**config.mk**
```make
export PLATFORM = sky130hd
export DESIGN_NAME = msg_transmit_scheduler
export DESIGN_NICKNAME = d
export VERILOG_FILES = /design/src/rtl/msg_transmit_scheduler.sv
export SDC_FILE = /design/constraint.sdc
export NUM_CORES = 1
export LEC_CHECK = 0
export CORE_MARGIN = 5
export CORE_UTILIZATION = 35
export CTS_CLUSTER_DIAMETER = 80
export CTS_CLUSTER_SIZE = 14
export DETAILED_ROUTE_END_ITERATION = 16
export SLEW_MARGIN = 20
export SYNTH_ARGS = -nofsm -noshare
export SYNTH_HDL_FRONTEND = slang
export SYNTH_SLANG_ARGS = --single-unit
```
**constraint.sdc**
```tcl
create_clock -name sys_clk_i -period 8.7 [get_ports sys_clk_i]
set_input_delay 1.74 -clock sys_clk_i [delete_from_list [all_inputs] [get_ports sys_clk_i]]
set_output_delay 1.74 -clock sys_clk_i [all_outputs]
set_load 0.01 [all_outputs]
```
**src/rtl/msg_transmit_scheduler.sv**
```systemverilog
// Round-robin scheduler sharing one framer between CH_NUM byte FIFOs.
// Channels request on fill level or age; the grant steers FIFO and header fields to the framer.
module msg_transmit_scheduler #(
  parameter int          CH_NUM        = 4,
  parameter logic [15:0] FLUSH_LEN     = 16'd1008,
  parameter logic [19:0] FLUSH_TIMEOUT = 20'd100000,
  parameter logic [7:0]  GAP_CYCLES    = 8'd4,
  parameter logic [23:0] WDOG_CYCLES   = 24'd1000000
) (
  input  logic                   sys_clk_i,
  input  logic                   rst_n_i,
  input  logic                   enable_i,
  input  logic [16*CH_NUM-1:0]   ch_data_count_i,
  input  logic [CH_NUM-1:0]      ch_empty_i,
  input  logic [8*CH_NUM-1:0]    ch_din_i,
  output logic [CH_NUM-1:0]      ch_rd_en_o,
  output logic                   drv_start_pluse_o,
  input  logic                   drv_send_done_i,
  input  logic                   drv_rd_en_i,
  output logic [7:0]             drv_din_o,
  output logic [15:0]            drv_data_count_o,
  output logic                   drv_empty_o,
  output logic [15:0]            drv_frame_cnt_o,
  output logic [7:0]             drv_data_channel_o,
  output logic                   busy_o,
  output logic [2:0]             active_ch_o,
  output logic                   wdog_err_o,
  input  logic                   err_clr_i
);

  typedef enum logic [2:0] {
    ST_IDLE,
    ST_ARB,
    ST_START,
    ST_BUSY,
    ST_GAP
  } state_t;

  state_t              state_reg, state_next;
  logic [CH_NUM-1:0]   req;
  logic [16*CH_NUM-1:0] frame_cnt_flat;
  logic [2:0]          rr_ptr_reg;
  logic [2:0]          grant_reg;
  logic [2:0]          arb_idx;
  logic                arb_found;
  logic [3:0]          cand;
  logic [15:0]         arb_frame_cnt;
  logic [23:0]         cyc_cnt_reg, cyc_cnt_next;
  logic [15:0]         frame_out_reg;
  logic [7:0]          chan_out_reg;
  logic                wdog_err_reg;
  logic                in_start, in_busy, in_gap;
  logic                done_evt, wdog_evt, gap_last;
  logic [2:0]          rr_after_grant;

  assign in_start = (state_reg == ST_START);
  assign in_busy  = (state_reg == ST_BUSY);
  assign in_gap   = (state_reg == ST_GAP);

  // The framer spends its first BUSY cycles latching the length, so early done pulses are stale.
  assign done_evt = in_busy && drv_send_done_i && (cyc_cnt_reg >= 24'd2);
  assign wdog_evt = in_busy && !done_evt && (cyc_cnt_reg >= WDOG_CYCLES - 24'd1);
  assign gap_last = (cyc_cnt_reg + 24'd1) >= {16'd0, GAP_CYCLES};
  assign rr_after_grant = (grant_reg == 3'(CH_NUM - 1)) ? 3'd0 : grant_reg + 3'd1;

  genvar gi;
  generate
    for (gi = 0; gi < CH_NUM; gi++) begin : gen_ch
      logic [19:0] age_reg;
      logic [15:0] frame_cnt_reg;
      logic        granted;

      assign granted = (grant_reg == 3'(gi));

      always_ff @(posedge sys_clk_i or negedge rst_n_i) begin
        if (!rst_n_i) begin
          age_reg <= '0;
        end else if (ch_empty_i[gi] || (in_start && granted)) begin
          age_reg <= '0;
        end else if (age_reg < FLUSH_TIMEOUT) begin
          age_reg <= age_reg + 20'd1;
        end
      end

      always_ff @(posedge sys_clk_i or negedge rst_n_i) begin
        if (!rst_n_i) begin
          frame_cnt_reg <= '0;
        end else if (done_evt && granted) begin
          frame_cnt_reg <= frame_cnt_reg + 16'd1;
        end
      end

      assign req[gi] = !ch_empty_i[gi] &&
                       ((ch_data_count_i[16*gi +: 16] >= FLUSH_LEN) || (age_reg == FLUSH_TIMEOUT));
      assign frame_cnt_flat[16*gi +: 16] = frame_cnt_reg;
    end
  endgenerate

  // Scan from rr_ptr upward with wrap; first requester wins.
  always_comb begin
    arb_found     = 1'b0;
    arb_idx       = rr_ptr_reg;
    arb_frame_cnt = '0;
    cand          = '0;
    for (int i = 0; i < CH_NUM; i++) begin
      cand = {1'b0, rr_ptr_reg} + 4'(i);
      if (cand >= 4'(CH_NUM)) cand = cand - 4'(CH_NUM);
      for (int k = 0; k < CH_NUM; k++) begin
        if (!arb_found && (cand == 4'(k)) && req[k]) begin
          arb_found = 1'b1;
          arb_idx   = cand[2:0];
        end
      end
    end
    for (int k = 0; k < CH_NUM; k++) begin
      if (arb_idx == 3'(k)) arb_frame_cnt = frame_cnt_flat[16*k +: 16];
    end
  end

  always_comb begin
    state_next = state_reg;
    case (state_reg)
      ST_IDLE:  if (enable_i && (|req)) state_next = ST_ARB;
      ST_ARB:   state_next = arb_found ? ST_START : ST_IDLE;
      ST_START: state_next = ST_BUSY;
      ST_BUSY:  if (done_evt || wdog_evt) state_next = ST_GAP;
      ST_GAP:   if (gap_last) state_next = ST_IDLE;
      default:  state_next = ST_IDLE;
    endcase
    cyc_cnt_next = ((state_next == state_reg) && (in_busy || in_gap)) ? cyc_cnt_reg + 24'd1 : '0;
  end

  always_ff @(posedge sys_clk_i or negedge rst_n_i) begin
    if (!rst_n_i) begin
      state_reg     <= ST_IDLE;
      cyc_cnt_reg   <= '0;
      rr_ptr_reg    <= '0;
      grant_reg     <= '0;
      frame_out_reg <= '0;
      chan_out_reg  <= '0;
      wdog_err_reg  <= 1'b0;
    end else begin
      state_reg   <= state_next;
      cyc_cnt_reg <= cyc_cnt_next;
      if ((state_reg == ST_ARB) && arb_found) begin
        grant_reg     <= arb_idx;
        frame_out_reg <= arb_frame_cnt;
        chan_out_reg  <= {5'd0, arb_idx};
      end
      if (done_evt || wdog_evt) rr_ptr_reg <= rr_after_grant;
      // A fresh watchdog event outranks a simultaneous clear.
      if (wdog_evt) begin
        wdog_err_reg <= 1'b1;
      end else if (err_clr_i) begin
        wdog_err_reg <= 1'b0;
      end
    end
  end

  always_comb begin
    ch_rd_en_o       = '0;
    drv_din_o        = '0;
    drv_data_count_o = '0;
    drv_empty_o      = 1'b1;
    if (in_start || in_busy) begin
      for (int k = 0; k < CH_NUM; k++) begin
        if (grant_reg == 3'(k)) begin
          ch_rd_en_o[k]    = drv_rd_en_i;
          drv_din_o        = ch_din_i[8*k +: 8];
          drv_data_count_o = ch_data_count_i[16*k +: 16];
          drv_empty_o      = ch_empty_i[k];
        end
      end
    end
  end

  assign drv_start_pluse_o  = in_start;
  assign busy_o             = (state_reg != ST_IDLE);
  assign active_ch_o        = grant_reg;
  assign drv_frame_cnt_o    = frame_out_reg;
  assign drv_data_channel_o = chan_out_reg;
  assign wdog_err_o         = wdog_err_reg;

endmodule

```
==> summary.txt, run 1 <==
Status: complete, no violations
Min Hold Slack: 0.4816 ns
Grt ovf: 0
NumNets Final: 1692
Area leader, netlist: dfrtp_1
Fin cells: 2034
Min-Delay Path Class: reg -> reg
# DRC: 0
Setup violators final: 0
Vias in the first global route: 10800
CTS tree: built
PD cells: 265.7 mW/mm^2
Clock Pin Slew Worst Setup and Hold Paths: 0.08 ns
Post-route cell area: 0.01491 sq mm
DP Worst Slack: 2.615 ns
Crit-path cells: clkdlybuf4s50_1, nor4_1, o211a_1, o22ai_2, a22o_1, o22ai_2, nand4_1, nand2_1, o22ai_1, a31oi_1
CP arrival: 6.16 ns
Layout area overhead: 19.96%
FF+latch count, synth: 194
Max stage delay on crit path: 0.87 ns
Syn. warnings: 0
Slew Limit Fails: 0
RSZ-0062 raised after global routing: no
Post-synthesis sequential area ratio: 0.3906
CTS sink cnt: 194
CP Launch Type: primary input
Critical path buffer and inverter count: 1
Hold-fix buffers, CTS: 0
Final Hold Violating Endpoints: 0
Max cap viols: 0
Pint: 2175 uW
First-pass GRT wire length: 56750 um
Total number of vias: 11040
Worst-margin pin slew: 1.146 ns
Max reg flops: 80
Largest cells by area after synthesis: dfrtp_1, nor2_1, xnor2_1
Worst-Skew Late Latency: 0.44 ns
Peak supply drop: 0.1903 mV
Initial DRC count: 659
Worst-path fanout max: 26
Share of cells above drive strength 1: 0.05916
R2R Setup Slk: 2.99 ns
Max H-tree Level: 4
Most frequent CP cell: o22ai_2
Via density per instance: 5.426
Initial antenna violation count: 1
Die width: 198.4 um
Clock skew: 0.01349 ns
Fmax achieved: 0.1726 GHz
Synth top area share: 0.3906
Syn Std Cell Area: 0.01243 sq mm
GRT Overall Usage: 0.1757
WL/cell: 17.30 um
Core ar.: 0.03531 sq mm
Initial Utilization: 0.3520
Clock power share: 0.202
CTS root buffer: clkbuf_16
Combinational share of power: 0.521
Post-cts resize count: 0
Leakage: 0.006074 uW
Post-Syn Instances: 1454
Final setup TNS: 0 ns
Setup ws final: 2.906 ns
Sequential power share: 0.277
Num rows: 69
Critical Path RT: 9.06 ns
Most frequent cells in the layout: nor2_1, dfrtp_1, clkdlybuf4s50_1
Post-CTS Setup Inserts: 0
CP max stage cell: o22ai_2
Post-synth EDFFs: 0
DP Cell Count: 2001
Net Switching: 1786 uW
Area of the die: 0.03938 sq mm
Slew headroom: 0.2361
Largest delay share family, worst path: compound AO/OA/AOI/OAI gates
HPWL after DPL: 25810 um
Boundary pin count: 165
Mean Syn Cell Area: 8.548 sq um
Final worst path period need: 5.794 ns
Pre-antenna DRT Iters: 6
PortBufs: 159
Sw Ratio: 0.4509
Dominant synthesized flop cell: dfrtp_1
Routability Congestion: 0.8445
Crit path capture type: flop
Maximum root-to-sink buffer count: 2
Worst Setup Path Type: in -> reg
Largest net degree at the start of global routing: 70
CTS Buf Count: 17
Final WL: 35190 um
Async SR Flop Fraction: 1.000
Final worst path period share: 0.6659
Post-synth cell types: 77
Routed Antenna Nets: 0
Vert. Die Dim: 198.4 um
Post-Place Cell Area: 0.01432 sq mm
-- routing by layer --
metal / share of wire / global-route usage / vias up
li1: - / - / 5370
met1: 0.46 / 0.2403 / 5368
met2: 0.48 / 0.2967 / 274
met3: 0.051 / 0.02591 / 24
met4: 0.012 / 0.04053 / 0
met5: 0 / 0 / -
-- final cells by class --
cell class	count	area, sq um
Antenna cell	1	2.502
Multi-Input combinational cell	1114	6985
Timing Repair Buffer	170	1678
Sequential cell	194	4855
Inverter	62	232.7
Tap cell	461	576.8
Clock inverter	14	140.1
Clock buffer	18	439.2
Fill cell	3473	20400
-- kinds of logic after synthesis --
logic type / count (synthesis) / synth area share
flops: 194 / 0.3906
compound gates: 253 / 0.1498
fa+ha+maj: 27 / 0.02718
other cells: 1 / 0.0003017
mux: 24 / 0.02003
xor+xnor: 133 / 0.09433
buf+inv: 154 / 0.05215
simple gates: 668 / 0.2656
-- power by group through the flow --
stage	Combinational (uW)	Sequential [uW]	Clock (uW)
2_1_floorplan	1430	1090	0
3_3_place_gp	2020	1110	0
3_5_place_dp	2040	1110	0
4_1_cts	2050	1100	817
5_1_grt	2260	1110	855
6_report	2060	1100	800
-- cells in the mapped netlist (6+ instances only) --
master,number
a211oi_1,27
a21oi_1,63
a221oi_1,36
a31oi_1,13
and2_1,18
and3_1,37
and4_1,6
buf_2,14
buf_4,10
clkbuf_1,64
dfrtp_1,194
ha_1,27
inv_1,59
mux2_2,7
mux2i_1,17
nand2_1,142
nand2b_1,10
nand3_1,52
nand3b_1,13
nand4_1,54
nor2_1,195
nor2b_1,10
nor3_1,64
nor4_1,23
nor4b_1,7
o211ai_1,18
o211ai_2,7
o21ai_0,23
o22ai_1,8
o32ai_1,7
or3_1,17
xnor2_1,77
xor2_1,55
-- worst paths after layout --
kind                                             startpoint                           to  depth (start not counted)
worst min-delay path            gen_ch[2].frame_cnt_reg[12]  gen_ch[2].frame_cnt_reg[12]                          1
worst max-delay path                    ch_data_count_i[14]           drv_frame_cnt_o[2]                         10
worst min register to register  gen_ch[2].frame_cnt_reg[12]  gen_ch[2].frame_cnt_reg[12]                          1
worst max register to register                rr_ptr_reg[0]          drv_frame_cnt_o[11]                         14
max in group asynchronous                           rst_n_i           drv_frame_cnt_o[7]                          2
min in group asynchronous                           rst_n_i               cyc_cnt_reg[1]                          1
-- stage by stage --
step / total power [uW] / utilization
global placement: 3131 / 0.4055
finish: 3961 / 0.4222
CTS: 3967 / 0.4220
detailed placement: 3158 / 0.4055
floorplan: 2520 / -
global route: 4229 / 0.4222
Note: power is estimated with default switching activity, not from simulation.
==> inputs of run 2 (changes only) <==
==> constraint.sdc (replaced) <==
create_clock -name sys_clk_i -period 4.7 [get_ports sys_clk_i]
set_input_delay 0.94 -clock sys_clk_i [delete_from_list [all_inputs] [get_ports sys_clk_i]]
set_output_delay 0.94 -clock sys_clk_i [all_outputs]
set_load 0.01 [all_outputs]
==> summary.txt, run 2 (synthesis results as in run 1) <==
Routability Congestion: 0.8766 (+3.8%)
Pint: 4148 uW (+91%)
Max stage delay on crit path: 0.58 ns (-0.29 ns)
Die width: 198.4 um (unchanged)
Layout area overhead: 21.16%
R2r startpoint: rr_ptr_reg[1]
CP endpoint: drv_data_count_o[15]
Critical Path RT: 3.76 ns (-5.30 ns)
Max reg flops: 80 (unchanged)
Worst-margin pin slew: 0.9071 ns (-0.2387 ns)
CTS Buf Count: 17 (unchanged)
Net Switching: 3319 uW (+86%)
Num rows: 69 (unchanged)
Post-cts resize count: 0 (unchanged)
CP max stage cell: clkdlybuf4s50_1
Leakage: 0.006172 uW (+1.6%)
Final worst path period share: 0.8872
Min-Delay Path Class: reg -> reg
Worst-Skew Late Latency: 0.44 ns (about the same)
Routed Antenna Nets: 0 (unchanged)
Final worst path period need: 4.170 ns
Slew Limit Fails: 0 (unchanged)
Slew headroom: 0.3953 (+0.1591)
Max cap viols: 0 (unchanged)
Final Hold Violating Endpoints: 0 (unchanged)
First-pass GRT wire length: 55750 um (-1.8%)
Worst Setup Path Type: reg -> out
Initial Utilization: 0.3520 (unchanged)
Antenna cells: 0 (-1)
Min Hold Slack: 0.4795 ns (-0.002056 ns)
Setup violators final: 0 (unchanged)
PD cells: 495.9 mW/mm^2 (+87%)
Clock power share: 0.197 (-0.005)
CP Launch Type: flop
Vias in the first global route: 10670 (-1.2%)
Clock skew: 0.01867 ns (+0.005177 ns)
Final setup TNS: 0 ns (unchanged)
Largest net degree at the start of global routing: 108 (+54%)
Sequential power share: 0.273 (-0.004)
GRT Overall Usage: 0.1726 (-0.003064)
Crit path capture type: output port
Final WL: 34630 um (-1.6%)
Max H-tree Level: 4 (unchanged)
CP arrival: 3.23 ns (-2.93 ns)
R2r endpoint: drv_frame_cnt_o[4]
Status: complete, no violations
Largest delay share family, worst path: buffers and inverters
NumNets Final: 1711 (+1.1%)
Maximum root-to-sink buffer count: 2 (unchanged)
CTS root buffer: clkbuf_16
Fmax achieved: 0.2398 GHz
Hold-fix buffers, CTS: 0 (unchanged)
Initial DRC count: 942 (+43%)
Critical path buffer and inverter count: 3 (+2)
WL/cell: 16.88 um (-2.4%)
# DRC: 0 (unchanged)
Worst-case reg-to-reg path depth: 15 (+1)
DP Cell Count: 2020 (+0.95%)
Initial antenna violation count: 0 (-1)
Critical path depth: 10 (unchanged)
Total number of vias: 11170 (+1.3%)
R2R Setup Slk: 0.62 ns (-2.37 ns)
Fin cells: 2052 (+0.88%)
Grt ovf: 0 (unchanged)
Most frequent cells in the layout: nor2_1, dfrtp_1, clkdlybuf4s50_1
Vert. Die Dim: 198.4 um (unchanged)
Area of the die: 0.03938 sq mm (unchanged)
Crit path from: active_ch_o[0]
PortBufs: 159 (unchanged)
CTS tree: built
Pre-antenna DRT Iters: 5 (-1)
Sw Ratio: 0.4445 (-0.006402)
Post-CTS Setup Inserts: 0 (unchanged)
Clock Pin Slew Worst Setup and Hold Paths: 0.07 ns (about the same)
Share of cells above drive strength 1: 0.06851 (+0.009350)
Worst-path fanout max: 17 (-35%)
Via density per instance: 5.445 (+0.36%)
Boundary pin count: 165 (unchanged)
Crit-path cells: inv_1, ha_1, nand2b_1, nor2_2, buf_4, a221oi_1, nor3_1, a21oi_1, nor2_1, clkdlybuf4s50_1
HPWL after DPL: 25710 um (-0.37%)
Combinational share of power: 0.530 (+0.009)
Peak supply drop: 0.3387 mV (+78%)
RSZ-0062 raised after global routing: no
Core ar.: 0.03531 sq mm (unchanged)
CTS sink cnt: 194 (unchanged)
[run 2: cell types whose count changed in the layout (fill, tap and decap cells not counted), sizes merged]
cell,before,now
inv,68,66
buf,11,30
diode,1,0
clkinv,5,7
[run 2: power by group through the flow]
stage / Sequential (uW) / Clock, uW / Combinational (uW)
CTS: 2040 / 1510 / 3950
detailed placement: 2070 / 0 / 3940
finish: 2040 / 1470 / 3960
global route: 2060 / 1590 / 4300
global placement: 2060 / 0 / 3890
floorplan: 2010 / 0 / 2650
[run 2: layout make-up]
type	instances	area [sq um]
sequential	194	4855
clock buffer	18	439.2
fill	3485	20250
clock inverter	14	145.1
inverter	62	232.7
timing repair buffer	189	1833
tap	461	576.8
multi-input combinational	1114	6977
[run 2: per-layer routing]
metal	up-vias	track usage	routed length (um)
met4	0	0.04838	784
met5	-	0	0
li1	5421	-	-
met2	300	0.2778	15990
met3	47	0.02320	1662
met1	5406	0.2455	16200
[run 2: worst min-delay path by stage]
stage               slack (ns)  depth (start not counted)                     endpoint                   startpoint
finish                    0.48                          1   gen_ch[2].frame_cnt_reg[4]   gen_ch[2].frame_cnt_reg[4]
global route              0.50                          1        gen_ch[0].age_reg[17]        gen_ch[0].age_reg[17]
CTS                       0.48                          1   gen_ch[2].frame_cnt_reg[4]   gen_ch[2].frame_cnt_reg[4]
detailed placement        0.47                          1   gen_ch[2].frame_cnt_reg[4]   gen_ch[2].frame_cnt_reg[4]
global placement          0.46                          1  gen_ch[2].frame_cnt_reg[12]  gen_ch[2].frame_cnt_reg[12]
floorplan                 0.44                          1  gen_ch[2].frame_cnt_reg[15]  gen_ch[2].frame_cnt_reg[15]
[run 2: through the flow]
| stage | area [sq um] | power [uW] | util | setup WS [ns] |
|---|---|---|---|---|
| floorplan | 12460 | 4665 | - | 0.8067 |
| global placement | 14470 | 5955 | 0.4099 | 0.4565 |
| detailed placement | 14470 | 6006 | 0.4099 | 0.3736 |
| CTS | 15060 | 7498 | 0.4265 | 0.5463 |
| global route | 15060 | 7955 | 0.4265 | 0.3364 |
| finish | 15060 | 7467 | 0.4265 | 0.5303 |
[run 2: worst reg2reg max path, stage by stage (launching register included)]
cell and delay, ns:
dfrtp_1 0.61, inv_1 0.27, ha_1 0.30, xnor2_1 0.14, ha_1 0.21, a21oi_1 0.17
mux2i_1 0.25, a21oi_1 0.12, a32o_1 0.32, or2_1 0.24, buf_4 0.23, a221o_1 0.36
a32oi_2 0.18, buf_4 0.29, o22ai_1 0.14, a31oi_1 0.18
